`config.mk`:
```
export PLATFORM = sky130hd
export DESIGN_NAME = stall_sequencer_flat
export DESIGN_NICKNAME = d
export VERILOG_FILES = /design/src/rtl/stall_sequencer_if.sv /design/src/rtl/stall_sequencer.sv /design/src/flat_wrapper.sv
export SDC_FILE = /design/constraint.sdc
export NUM_CORES = 1
export LEC_CHECK = 0
export CELL_PAD_IN_SITES_DETAIL_PLACEMENT = 0
export CELL_PAD_IN_SITES_GLOBAL_PLACEMENT = 1
export CORE_MARGIN = 2
export CORE_UTILIZATION = 40
export CTS_BUF_LIST = sky130_fd_sc_hd__clkbuf_8
export DETAILED_ROUTE_END_ITERATION = 8
export PLACE_DENSITY = 0.85
export SLEW_MARGIN = 20
export SYNTH_ARGS = -nofsm -noshare
export SYNTH_HDL_FRONTEND = slang
export SYNTH_SLANG_ARGS = --single-unit
```
`constraint.sdc`:
```
create_clock -name clk -period 4.4 [get_ports clk]
set_clock_uncertainty 0.15 [all_clocks]
set_input_delay 0.88 -clock clk [delete_from_list [all_inputs] [get_ports clk]]
set_output_delay 0.88 -clock clk [all_outputs]
set_load 0.05 [all_outputs]
```
`src/rtl/stall_sequencer_if.sv`:
```
// stall_sequencer_if: Staller requests in, pipeline-register controls and statistics out
interface stall_sequencer_if #(
  parameter int REGBITS = 4,
  parameter int CNTBITS = 16
);
  logic               noop;
  logic               full_noop;
  logic               redirect;
  logic [REGBITS-1:0] op_E;
  logic               pc_en;
  logic               fd_en;
  logic               fd_flush;
  logic               de_bubble;
  logic               busy;
  logic [CNTBITS-1:0] stall_cycles;
  logic [CNTBITS-1:0] ctrl_events;
  modport master (
    output noop, full_noop, redirect, op_E,
    input  pc_en, fd_en, fd_flush, de_bubble, busy, stall_cycles, ctrl_events
  );
  modport slave (
    input  noop, full_noop, redirect, op_E,
    output pc_en, fd_en, fd_flush, de_bubble, busy, stall_cycles, ctrl_events
  );
endinterface

```
`src/rtl/stall_sequencer.sv`:
```
// stall_sequencer: turns Staller hazard requests into PC/F-D/D-E controls and keeps stall statistics
module stall_sequencer #(
  parameter int REGBITS  = 4,
  parameter int LOAD_LAT = 1,
  parameter int CTRL_LAT = 2,
  parameter int CNTBITS  = 16
) (
  input logic clk,
  input logic reset,
  stall_sequencer_if.slave bus
);
  localparam int LW = $clog2(LOAD_LAT + 1);
  localparam int CW = $clog2(CTRL_LAT + 1);
  localparam logic [REGBITS-1:0] OP_LW = REGBITS'(7);
  typedef enum logic [1:0] {IDLE, LOAD, CTRL} state_t;
  state_t             state_q, state_d;
  logic [LW-1:0]      lcnt_q, lcnt_d;
  logic [CW-1:0]      ccnt_q, ccnt_d;
  logic [CNTBITS-1:0] stall_q, stall_d;
  logic [CNTBITS-1:0] ev_q, ev_d;
  logic               pc_en, fd_en, fd_flush, de_bubble, ctrl_hit;
  // Next state, counters and per-cycle controls; reset forces the free-running defaults
  always_comb begin
    state_d   = state_q;
    lcnt_d    = lcnt_q;
    ccnt_d    = ccnt_q;
    pc_en     = 1'b1;
    fd_en     = 1'b1;
    fd_flush  = 1'b0;
    de_bubble = 1'b0;
    ctrl_hit  = 1'b0;
    if (!reset) begin
      case (state_q)
        IDLE: begin
          if (bus.noop) begin
            pc_en     = 1'b0;
            fd_en     = 1'b0;
            de_bubble = 1'b1;
            state_d   = LOAD_LAT > 1 ? LOAD : IDLE;
            lcnt_d    = LW'(LOAD_LAT > 1 ? LOAD_LAT - 2 : 0);
          end else if (bus.full_noop) begin
            pc_en    = 1'b0;
            fd_flush = 1'b1;
            ctrl_hit = 1'b1;
            state_d  = CTRL_LAT > 1 ? CTRL : IDLE;
            ccnt_d   = CW'(CTRL_LAT - 1);
          end
        end
        LOAD: begin
          pc_en     = 1'b0;
          fd_en     = 1'b0;
          de_bubble = 1'b1;
          state_d   = lcnt_q == '0 ? IDLE : LOAD;
          lcnt_d    = lcnt_q == '0 ? lcnt_q : lcnt_q - 1'b1;
        end
        CTRL: begin
          fd_flush = 1'b1;
          pc_en    = bus.redirect || ccnt_q == '0;
          state_d  = pc_en ? IDLE : CTRL;
          ccnt_d   = pc_en ? ccnt_q : ccnt_q - 1'b1;
        end
        default: state_d = IDLE;
      endcase
    end
    stall_d = (!pc_en && stall_q != '1) ? stall_q + 1'b1 : stall_q;
    ev_d    = (ctrl_hit && bus.op_E != OP_LW && ev_q != '1) ? ev_q + 1'b1 : ev_q;
  end
  // State, sequencing counters and saturating statistics
  always_ff @(posedge clk) begin
    if (reset) begin
      state_q <= IDLE;
      lcnt_q  <= '0;
      ccnt_q  <= '0;
      stall_q <= '0;
      ev_q    <= '0;
    end else begin
      state_q <= state_d;
      lcnt_q  <= lcnt_d;
      ccnt_q  <= ccnt_d;
      stall_q <= stall_d;
      ev_q    <= ev_d;
    end
  end
  assign bus.pc_en        = pc_en;
  assign bus.fd_en        = fd_en;
  assign bus.fd_flush     = fd_flush;
  assign bus.de_bubble    = de_bubble;
  assign bus.busy         = !reset && state_q != IDLE;
  assign bus.stall_cycles = stall_q;
  assign bus.ctrl_events  = ev_q;
  // A load in E alongside a lone control request would mean noop lost its priority
  a_ctrl_not_lw: assert property (@(posedge clk) disable iff (reset)
    (state_q == IDLE && bus.full_noop && !bus.noop) |-> bus.op_E != OP_LW);
endmodule

```
`src/flat_wrapper.sv`:
```
// flat-port wrapper written by rule: the top's interface ports become plain ports
module stall_sequencer_flat 
#(
  parameter int REGBITS  = 4,
  parameter int LOAD_LAT = 1,
  parameter int CTRL_LAT = 2,
  parameter int CNTBITS  = 16
)
  (clk, reset, bus_noop, bus_full_noop, bus_redirect, bus_op_E, bus_pc_en, bus_fd_en, bus_fd_flush, bus_de_bubble, bus_busy, bus_stall_cycles, bus_ctrl_events);
  stall_sequencer_if #(.REGBITS(REGBITS), .CNTBITS(CNTBITS)) bus_i ();
  input logic clk;
  input logic reset;
  input wire logic [$bits(bus_i.noop)-1:0] bus_noop;
  input wire logic [$bits(bus_i.full_noop)-1:0] bus_full_noop;
  input wire logic [$bits(bus_i.redirect)-1:0] bus_redirect;
  input wire logic [$bits(bus_i.op_E)-1:0] bus_op_E;
  output wire logic [$bits(bus_i.pc_en)-1:0] bus_pc_en;
  output wire logic [$bits(bus_i.fd_en)-1:0] bus_fd_en;
  output wire logic [$bits(bus_i.fd_flush)-1:0] bus_fd_flush;
  output wire logic [$bits(bus_i.de_bubble)-1:0] bus_de_bubble;
  output wire logic [$bits(bus_i.busy)-1:0] bus_busy;
  output wire logic [$bits(bus_i.stall_cycles)-1:0] bus_stall_cycles;
  output wire logic [$bits(bus_i.ctrl_events)-1:0] bus_ctrl_events;
  assign bus_i.noop = bus_noop;
  assign bus_i.full_noop = bus_full_noop;
  assign bus_i.redirect = bus_redirect;
  assign bus_i.op_E = bus_op_E;
  assign bus_pc_en = bus_i.pc_en;
  assign bus_fd_en = bus_i.fd_en;
  assign bus_fd_flush = bus_i.fd_flush;
  assign bus_de_bubble = bus_i.de_bubble;
  assign bus_busy = bus_i.busy;
  assign bus_stall_cycles = bus_i.stall_cycles;
  assign bus_ctrl_events = bus_i.ctrl_events;
  stall_sequencer #(.REGBITS(REGBITS), .LOAD_LAT(LOAD_LAT), .CTRL_LAT(CTRL_LAT), .CNTBITS(CNTBITS)) u_core (.clk(clk), .reset(reset), .bus(bus_i));
endmodule
```
==> summary.md, run 1 <==
| Metric | Value |
|---|---|
| Status | completed |
| Layout cell share with drive strength beyond 1 | 0.0959 |
| Die W | 73.1 µm |
| Post-layout nets | 282 |
| Max Buffers Root-to-Sink | 2 |
| GRT Residual Overflow | 0 |
| Clk root buf | clkbuf_8 |
| Util after Layout | 0.540 |
| Library cells used by synthesis | 43 |
| Worst path cell trace | clkdlybuf4s50_1, inv_1, a21oi_1, nor2_1, clkdlybuf4s50_1 |
| Power per cell area | 257 nW/µm² |
| Post-CTS sizing | 0 |
| Gpl congestion | 0.843 |
| Setup crit end kind | output pin |
| Synth Instances | 225 |
| Sequential area share after synthesis | 0.367 |
| CP Class | in2out |
| Async S/R FF share, synth | 0 |
| Peak supply drop | 127 µV |
| Routed len/inst | 14.2 µm |
| Comb pwr share | 0.100 |
| Fillers | 466 |
| Vias in the first global route | 1708 |
| Top FF cell, synth | dfxtp_1 |
| Clock Sinks | 35 |
| Post-CTS setup buffer count | 0 |
| Worst Path Max Fanout | 5 |
| CTS buffer count | 5 |
| Sw Ratio | 0.251 |
| Hold_buf cts | 0 |
| Most frequent cell after synthesis | dfxtp_1 |
| Clock insertion delay at the later pin of the skew report | 0.29 ns |
| Htree depth | 2 |
| Final setup viols | 0 |
| Mux share of post-synthesis cell area | 0.0505 |
| Largest net degree at the start of global routing | 32 |
| Initial DRT Pass Iterations | 4 |
| Antenna Violating Nets Remaining | 0 |
| Post-synth top area share | 0.367 |
| Diode count | 0 |
| Top cell by count, worst path | clkdlybuf4s50_1 |
| Xor and xnor area share after synthesis | 0 |
| Net Switching | 0.000163 W |
| Fraction of the mapped netlist area in simple logic gates | 0.332 |
| Synth Net Count | 237 |
| Residual DRC count | 0 |
| Tot GR Track Use | 0.187 |
| Clk slew on worst S/H paths | 0.07 ns |
| First-pass GRT wire length | 7.96 mm |
| DR vias | 1891 |
| Die Y | 73.1 µm |
| Initial antenna violation count | 0 |
| Max Transition Viols Final | 0 |
| TNS Setup | 0 ns |
| RSZ-0062 raised after global routing | no |
| Setup slack, reg-to-reg | 2.12 ns |
| Detailed Place HPWL | 3.17 mm |
| Placement Rows | 25 |
| Critical path's slowest cell | clkdlybuf4s50_1 |
| Max Fclk | 0.289 GHz |
| WP data arrival | 2.43 ns |
| Initial core utilization | 0.409 |
| Num ports | 46 |
| Ranking of synthesized cells by area | dfxtp_1 37%, a21oi_1 5.0%, or4_1 4.7% |
| Crit path max-delay family | buffers and inverters |
| HP Class | reg2reg |
| Post-Synth Adder-Cell Area | 0.0197 |
| Clock power frac | 0.400 |
| Worst slew margin | 0.532 |
| Cell taking the most area after synthesis | dfxtp_1 |
| Most frequent cells after synthesis | 35 x dfxtp_1, 19 x a21oi_1, 19 x nand2_1, 14 x nor2_1, 12 x or4_1 |
| Core ar. | 4660 µm² |
| Post-synth EDFFs | 0 |
| Complex-gate fraction of the synthesized area | 0.188 |
| Largest family of logic cells by synthesized area | simple AND/OR/NAND/NOR gates |
| Final Hold Violating Endpoints | 0 |
| Sequential share of power | 0.500 |
| Bufs and invs on worst path | 3 |
| Tmin final | 3.46 ns |
| CP Launch Type | input pin |
| Total wire length | 4.60 mm |
| Syn avg cell area | 8.48 µm² |
| Max incr delay on CP | 0.80 ns |
| Yosys warns | 0 |
| DRT iter0 DRCs | 100 |
| Worst Path Required | 3.37 ns |
| Layout area overhead | 32.0% |
| Port Buf Inserts | 45 |
| LEAKAGE | 0.832 nW |
| DR vias/cell | 5.82 |
| Worst Max-Slew Pin Slew | 0.697 ns |
| Die ar. | 5340 µm² |
| Final period utilization | 0.786 |
| Int Power | 0.000485 W |
| Total of max-cap violations | 0 |
| Seq cells post-synth | 35 |
| TritonCTS clock tree | built |
| Post-Synthesis Cell Area | 1910 µm² |
==> cell usage in the layout, fill, tap and decap left out, types with 5 or more instances in the layout <==
master           netlist  layout
nand4_1               10      10
nand2_1               19      19
o31ai_1               10      10
or3_1                  5       5
nor4_1                 5       5
nor2_1                14      14
nor2b_1                5       5
dfxtp_1               35      35
a21oi_1               19      19
o21ai_0                8       8
inv_1                 10      11
clkdlybuf4s50_1        0      42
mux2_2                 5       5
nand3_1               11      11
clkbuf_8               0       7
or4_1                 12      12
buf_4                  0       5
==> power by group through the flow <==
| stage | clock network, W | logic [W] | registers [W] |
|---|---|---|---|
| 6_report | 0.000259 | 0.0000647 | 0.000324 |
| 5_1_grt | 0.000279 | 0.0000700 | 0.000324 |
| 4_1_cts | 0.000268 | 0.0000649 | 0.000324 |
| 3_5_place_dp | 0 | 0.0000645 | 0.000331 |
| 3_3_place_gp | 0 | 0.0000638 | 0.000331 |
| 2_1_floorplan | 0 | 0.0000333 | 0.000337 |
==> stage by stage <==
stage               hold WS, ns  area, µm²  total power, W  setup WS [ns]  instances
floorplan                 0.297       1910        0.000370           1.22        225
global placement          0.312       2410        0.000395          0.947        317
detailed placement        0.324       2410        0.000396          0.946        317
CTS                       0.334       2510        0.000657          0.930        325
global route              0.367       2520        0.000673          0.860        325
finish                    0.339       2520        0.000648          0.943        325
==> worst reg2reg max path, stage by stage (launching register included) <==
cell	delay, ns
dfxtp_1	0.35
inv_1	0.05
ha_1	0.23
nor3b_4	0.35
o21ai_2	0.28
nor4b_1	0.40
mux2_2	0.37
==> cells by family after synthesis <==
family,Yosys count
simple gates,104
compound gates,54
flops,35
buf+inv,20
mux,9
fa+ha+maj,3
==> path summary, 6_finish.rpt <==
kind | depth (start not counted) | to | from
worst max register to register | 6 | u_core.bus.stall_cycles[13]$_SDFFE_PP0P_ | u_core.ccnt_q[0]$_SDFFE_PP0P_
worst min register to register | 1 | u_core.ccnt_q[0]$_SDFFE_PP0P_ | u_core.ccnt_q[0]$_SDFFE_PP0P_
worst min-delay path | 1 | u_core.ccnt_q[0]$_SDFFE_PP0P_ | u_core.ccnt_q[0]$_SDFFE_PP0P_
worst max-delay path | 5 | bus_fd_flush | bus_noop
==> registers in the layout, indices dropped and copies added, names as in the netlist <==
name	cells
u_core.bus.ctrl_events	16
u_core.bus.stall_cycles	16
u_core.ccnt_q	2
u_core.state_q	1
==> final cells by class <==
type | instances | area [µm²] | area share
flip-flops and latches | 35 | 701 | 0.278
repair buffers | 48 | 478 | 0.190
inverters | 10 | 37.5 | 0.0149
well taps | 54 | 67.6 | 0.0268
clock buffers | 7 | 96.3 | 0.0383
multi-input cells | 170 | 1130 | 0.451
clock inverters | 1 | 3.75 | 0.00149
==> per-layer routing <==
metal | up-vias | global-route usage | wire length (µm)
li1 | 961 | - | -
met1 | 874 | 0.245 | 2130
met2 | 49 | 0.303 | 2180
met3 | 7 | 0.0345 | 221
met4 | 0 | 0.0700 | 65
met5 | - | 0 | 0
No activity file was read; power rests on OpenSTA's default activity.
==> run 2: changes to the inputs <==
Settings changed: CORE_UTILIZATION 40 to 38, PLACE_DENSITY 0.85 to 0.82.
Clock period 4.4 ns to 3.39 ns, I/O delays scaled along.
==> run 2 against run 1 <==
Net effect: core utilization fell by 0.42 points; hold slack improved by 0.0089 ns; setup slack got worse by 0.35 ns; clock-buffer cell count fell by 2; first-iteration DRC count rose by 29%; wire length rose by 0.61%; total power rose by 23%; cell count rose by 4.3%; sequential share of layout area fell by 0.52 points; combinational power rose by 43%.
==> summary.md, run 2 (synthesis gave the netlist of run 1 again) <==
| Metric | Value |
|---|---|
| Gpl congestion | 0.818 (-3.0%) |
| Most frequent cells in the layout | 40 x clkdlybuf4s50_1, 35 x dfxtp_1, 19 x nand2_1, 19 x a21oi_1, 14 x nor2_1 |
| Tmin final | 2.79 ns |
| First-pass GRT wire length | 8.07 mm (+1.3%) |
| Placement Rows | 25 (unchanged) |
| Bufs and invs on worst path | 2 (-1) |
| Worst Path Required | 2.56 ns (-0.81 ns) |
| Total of max-cap violations | 0 (unchanged) |
| Largest net degree at the start of global routing | 27 (-16%) |
| Die W | 74.9 µm (+2.5%) |
| Vias in the first global route | 1718 (+0.59%) |
| Total wire length | 4.63 mm (+0.61%) |
| TritonCTS clock tree | built |
| TNS Setup | 0 ns (unchanged) |
| Port Buf Inserts | 45 (unchanged) |
| Worst slew margin | 0.444 (-0.0884) |
| WHS Endpoint | u_core.ccnt_q[0]$_SDFFE_PP0P_ |
| Peak supply drop | 248 µV (+95%) |
| Final Hold Violating Endpoints | 0 (unchanged) |
| GRT Residual Overflow | 0 (unchanged) |
| Critical path's slowest cell | clkdlybuf4s50_1 |
| Detailed Place HPWL | 3.33 mm (+5.2%) |
| Fillers | 455 (-2.4%) |
| DRT iter0 DRCs | 129 (+29%) |
| Initial core utilization | 0.399 (-0.0107) |
| Setup crit end kind | output pin |
| Clock Sinks | 35 (unchanged) |
| Htree depth | 2 (unchanged) |
| Post-layout nets | 285 (+1.1%) |
| Crit Reg-Reg Startpoint | u_core.ccnt_q[0]$_SDFFE_PP0P_ |
| Hold slack | 0.348 ns (+0.00887 ns) |
| Die Y | 74.9 µm (+2.5%) |
| Post-CTS setup buffer count | 0 (unchanged) |
| Layout area overhead | 34.5% |
| Worst Max-Slew Pin Slew | 0.828 ns (+0.131 ns) |
| Post-Layout Cell Count | 339 (+4.3%) |
| DR vias | 1901 (+0.53%) |
| HP Class | reg2reg |
| Final period utilization | 0.824 |
| Max incr delay on CP | 0.49 ns (-0.31 ns) |
| Clk slew on worst S/H paths | 0.07 ns (about the same) |
| Core ar. | 4790 µm² (+2.7%) |
| Pre-CTS setup slack | 0.511 ns (-0.435 ns) |
| Setup slack, reg-to-reg | 1.02 ns (-1.10 ns) |
| CP Class | in2out |
| Diode count | 0 (unchanged) |
| Initial DRT Pass Iterations | 4 (unchanged) |
| CTS buffer count | 5 (unchanged) |
| Worst hold path stage count | 1 (unchanged) |
| Worst setup margin | 0.596 ns (-0.347 ns) |
| Crit path max-delay family | buffers and inverters |
| Clk root buf | clkbuf_8 |
| Clock insertion delay at the later pin of the skew report | 0.29 ns (about the same) |
| Max Transition Viols Final | 0 (unchanged) |
| Max Buffers Root-to-Sink | 2 (unchanged) |
| Die ar. | 5600 µm² (+5.0%) |
| Routed len/inst | 13.7 µm (-3.5%) |
| R2r worst-path depth | 7 (+1) |
| Placed cell count | 333 (+5.0%) |
| Layout cell share with drive strength beyond 1 | 0.107 (+0.0107) |
| Status | completed |
| RSZ-0062 raised after global routing | no |
| Power per cell area | 309 nW/µm² (+20%) |
| RR Endpoint | u_core.bus.stall_cycles[13]$_SDFFE_PP0P_ |
| WP depth | 4 (-1) |
| CP Launch Type | input pin |
| Initial antenna violation count | 0 (unchanged) |
| HP Start | u_core.ccnt_q[0]$_SDFFE_PP0P_ |
| Num ports | 46 (unchanged) |
| Worst Path Max Fanout | 8 (+3) |
| Hold_buf cts | 0 (unchanged) |
| Antenna Violating Nets Remaining | 0 (unchanged) |
| Worst path cell trace | clkdlybuf4s50_1, o21ba_2, o21ai_2, buf_12 |
| LEAKAGE | 0.834 nW (+0.25%) |
| Commonest non-fill, non-tap cell in the layout | clkdlybuf4s50_1 |
| Final setup viols | 0 (unchanged) |
| Max Fclk | 0.358 GHz |
| WP data arrival | 1.97 ns (-0.46 ns) |
| Tot GR Track Use | 0.184 (-0.00244) |
| Residual DRC count | 0 (unchanged) |
| DR vias/cell | 5.61 (-3.6%) |
| Post-CTS sizing | 0 (unchanged) |
run 2: cell count changes in the layout (fill, tap and decap cells not counted), sizes merged:
cell / delta
buf: +5
clkbuf: -2
clkdlybuf4s50: -2
run 2: how the worst max path moves through the flow:
stage	start	to	slack (ns)
finish	bus_noop	bus_pc_en	0.60
global route	bus_noop	bus_pc_en	0.54
CTS	bus_noop	bus_pc_en	0.59
detailed placement	bus_redirect	u_core.bus.stall_cycles[11]$_SDFFE_PP0P_	0.51
global placement	bus_redirect	u_core.bus.stall_cycles[13]$_SDFFE_PP0P_	0.53
floorplan	reset	bus_fd_flush	0.62
run 2: report_power, final:
part | total (W) | internal, W | switching, W
clock network | 0.000280 | 0.000134 | 0.000146
logic | 0.0000928 | 0.0000389 | 0.0000539
registers | 0.000421 | 0.000415 | 0.00000558
run 2: per-stage QoR:
stage	power, W	util	cell area [µm²]
floorplan	0.000481	-	1910
global placement	0.000523	0.521	2490
detailed placement	0.000523	0.521	2490
CTS	0.000803	0.536	2570
global route	0.000826	0.536	2570
finish	0.000794	0.536	2570
run 2: layout make-up:
class,instances,area (µm²),share of cell area
clock buffers,5,68.8,0.0268
inverters,10,37.5,0.0146
repair buffers,51,546,0.213
multi-input cells,170,1130,0.439
flip-flops and latches,35,701,0.273
well taps,67,83.8,0.0327
clock inverters,1,3.75,0.00146
run 2: metal layers:
layer  vias to the layer above  GRT usage  wire, µm
li1                        965          -         -
met1                       877      0.246      2170
met2                        50      0.288      2120
met3                         9     0.0375       244
met4                         0     0.0794        97
met5                         -          0         0
==> run 3: changes to the inputs <==
Settings changed: CORE_UTILIZATION 38 to 34, PLACE_DENSITY 0.82 to 0.77.
Clock period 3.39 ns to 2.3 ns, I/O delays scaled along.
==> run 3 against run 2 <==
Net effect: sequential cell count unchanged; clock power increased by 110%; combinational power increased by 70%; cell count increased by 7.1%; total power increased by 73%; core utilization decreased by 2.7 points; wire length increased by 8.3%; hold slack got worse by 0.0038 ns; first-iteration DRC count decreased by 14%; largest power group unchanged; highest routed layer unchanged.
==> summary.md, run 3 (synthesis gave the netlist of run 1 again) <==
| Metric | Value |
|---|---|
| Worst path cell trace | clkdlybuf4s50_1 |
| Power per cell area | 492 nW/µm² (+59%) |
| Diode count | 0 (unchanged) |
| Vias in the first global route | 1800 (+4.8%) |
| Clock insertion delay at the later pin of the skew report | 0.29 ns (about the same) |
| Peak supply drop | 306 µV (+23%) |
| Layout area overhead | 46.1% |
| Total chip power | 0.00137 W (+73%) |
| Initial antenna violation count | 0 (unchanged) |
| Largest net degree at the start of global routing | 22 (-19%) |
| Die Y | 78.9 µm (+5.4%) |
| Worst slew margin | 0.662 (+0.219) |
| First-pass GRT wire length | 8.73 mm (+8.2%) |
| Gpl congestion | 0.762 (-6.8%) |
| Initial DRT Pass Iterations | 4 (unchanged) |
| Tmin final | 2.24 ns |
| Hold slack | 0.344 ns (-0.00382 ns) |
| Crit Reg-Reg Startpoint | u_core.ccnt_q[0]$_SDFFE_PP0P_ |
| Worst Path Required | 1.69 ns (-0.87 ns) |
| Layout cell share with drive strength beyond 1 | 0.196 (+0.0893) |
| Status | completed |
| Detailed Place HPWL | 3.56 mm (+6.7%) |
| Antenna Violating Nets Remaining | 0 (unchanged) |
| Max Buffers Root-to-Sink | 2 (unchanged) |
| Commonest non-fill, non-tap cell in the layout | clkdlybuf4s50_1 |
| CP Launch Type | flip-flop |
| Total wire length | 5.01 mm (+8.3%) |
| WHS Endpoint | u_core.ccnt_q[0]$_SDFFE_PP0P_ |
| Clk slew on worst S/H paths | 0.08 ns (about the same) |
| Final setup viols | 0 (unchanged) |
| Worst Path Max Fanout | 8 (unchanged) |
| TritonCTS clock tree | built |
| Routed len/inst | 13.8 µm (+1.1%) |
| Htree depth | 2 (unchanged) |
| Max incr delay on CP | 0.86 ns (+0.37 ns) |
| DR vias/cell | 5.39 (-3.9%) |
| Tot GR Track Use | 0.172 (-0.0121) |
| Critical path's slowest cell | clkdlybuf4s50_1 |
| Clock Sinks | 35 (unchanged) |
| Setup crit end kind | output pin |
| CTS buffer count | 5 (unchanged) |
| Crit path max-delay family | buffers and inverters |
| RR Endpoint | u_core.bus.stall_cycles[5]$_SDFFE_PP0P_ |
| CP Class | reg2out |
| Final period utilization | 0.974 |
| Most frequent cells in the layout | 37 x clkdlybuf4s50_1, 33 x dfxtp_1, 23 x buf_4, 19 x a21oi_1, 18 x nand2_1 |
| Post-layout nets | 302 (+6.0%) |
| Initial core utilization | 0.349 (-0.0500) |
| Clk root buf | clkbuf_8 |
| WP data arrival | 1.63 ns (-0.34 ns) |
| Die ar. | 6230 µm² (+11%) |
| Max Transition Viols Final | 0 (unchanged) |
| HP Class | reg2reg |
| RSZ-0062 raised after global routing | no |
| Residual DRC count | 0 (unchanged) |
| Port Buf Inserts | 45 (unchanged) |
| Placement Rows | 27 (+8.0%) |
| HP Start | u_core.ccnt_q[0]$_SDFFE_PP0P_ |
| Setup slack, reg-to-reg | 0.13 ns (-0.89 ns) |
| DR vias | 1956 (+2.9%) |
| Max Fclk | 0.447 GHz |
| GRT Residual Overflow | 0 (unchanged) |
| Worst Max-Slew Pin Slew | 0.505 ns (-0.323 ns) |
| Worst hold path stage count | 1 (unchanged) |
| LEAKAGE | 0.969 nW (+16%) |
| Die W | 78.9 µm (+5.4%) |
| R2r worst-path depth | 8 (+1) |
| Bufs and invs on worst path | 1 (-1) |
| DRT iter0 DRCs | 111 (-14%) |
| Num ports | 46 (unchanged) |
| Total of max-cap violations | 0 (unchanged) |
| Final Hold Violating Endpoints | 0 (unchanged) |
| Core ar. | 5470 µm² (+14%) |
| Hold_buf cts | 0 (unchanged) |
==> run 3: cell count changes in the layout (fill, tap and decap cells not counted), moves of 2 or more <==
cell             previous run  this run
nor2_1                     14        12
clkdlybuf4s50_1            40        37
nor2_2                      0         2
dfxtp_2                     0         2
dfxtp_1                    35        33
dlymetal6s2s_1              0         2
inv_1                      11         9
buf_4                       6        23
==> run 3: area by class of cell <==
cell class | instances | area, µm²
multi-input cells | 170 | 1160
clock buffers | 6 | 82.6
well taps | 72 | 90.1
fillers | 546 | 2690
flip-flops and latches | 35 | 703
inverters | 10 | 37.5
repair buffers | 68 | 677
clock inverters | 2 | 35.0
==> run 3: how the worst max path moves through the flow <==
stage | slack (ns) | to | startpoint | cells past startpoint
final | 0.06 | bus_stall_cycles[7] | u_core.bus.stall_cycles[7]$_SDFFE_PP0P_ | 1
after floorplan | 0.09 | u_core.bus.stall_cycles[15]$_SDFFE_PP0P_ | u_core.bus.stall_cycles[0]$_SDFFE_PP0P_ | 6
after global placement | -0.20 | u_core.bus.ctrl_events[11]$_SDFFE_PP0P_ | bus_noop | 6
after CTS | 0.05 | bus_ctrl_events[8] | u_core.bus.ctrl_events[8]$_SDFFE_PP0P_ | 1
after global routing | 0.002 | u_core.bus.stall_cycles[5]$_SDFFE_PP0P_ | u_core.ccnt_q[0]$_SDFFE_PP0P_ | 8
after detailed placement | -0.21 | u_core.bus.ctrl_events[11]$_SDFFE_PP0P_ | bus_noop | 6
==> run 3: metal layers <==
metal  part of all wire  wire length, µm  up-vias  track usage
met5                  0                0        -            0
met4             0.0030               15        0       0.0397
met3              0.046              231        2       0.0386
met2               0.46             2320       45        0.269
met1               0.49             2450      913        0.242
li1                   -                -      996            -
==> run 3: what timing repair did <==
action / CTS / global route
setup buffers: 1 / 0
setup endpoints to repair: 3 / 9
gates resized for setup: 5 / 5
pin swaps: 1 / 0
==> run 3: where the power goes <==
part           leakage, nW  internal, W  switching, W
combinational        0.625    0.0000704     0.0000875
sequential           0.284     0.000612    0.00000823
clock               0.0612     0.000351      0.000243
total                0.969      0.00103      0.000339
==> run 3: stage by stage <==
| step | instance area, µm² | TNS (ns) | cells | util | setup WS [ns] |
|---|---|---|---|---|---|
| finish | 2790 | 0 | 363 | 0.509 | 0.0604 |
| global placement | 2630 | -2.48 | 354 | 0.480 | -0.203 |
| detailed placement | 2630 | -2.81 | 354 | 0.480 | -0.215 |
| floorplan | 1910 | 0 | 225 | - | 0.0943 |
| CTS | 2760 | 0 | 363 | 0.505 | 0.0485 |
| global route | 2790 | 0 | 363 | 0.509 | 0.00213 |
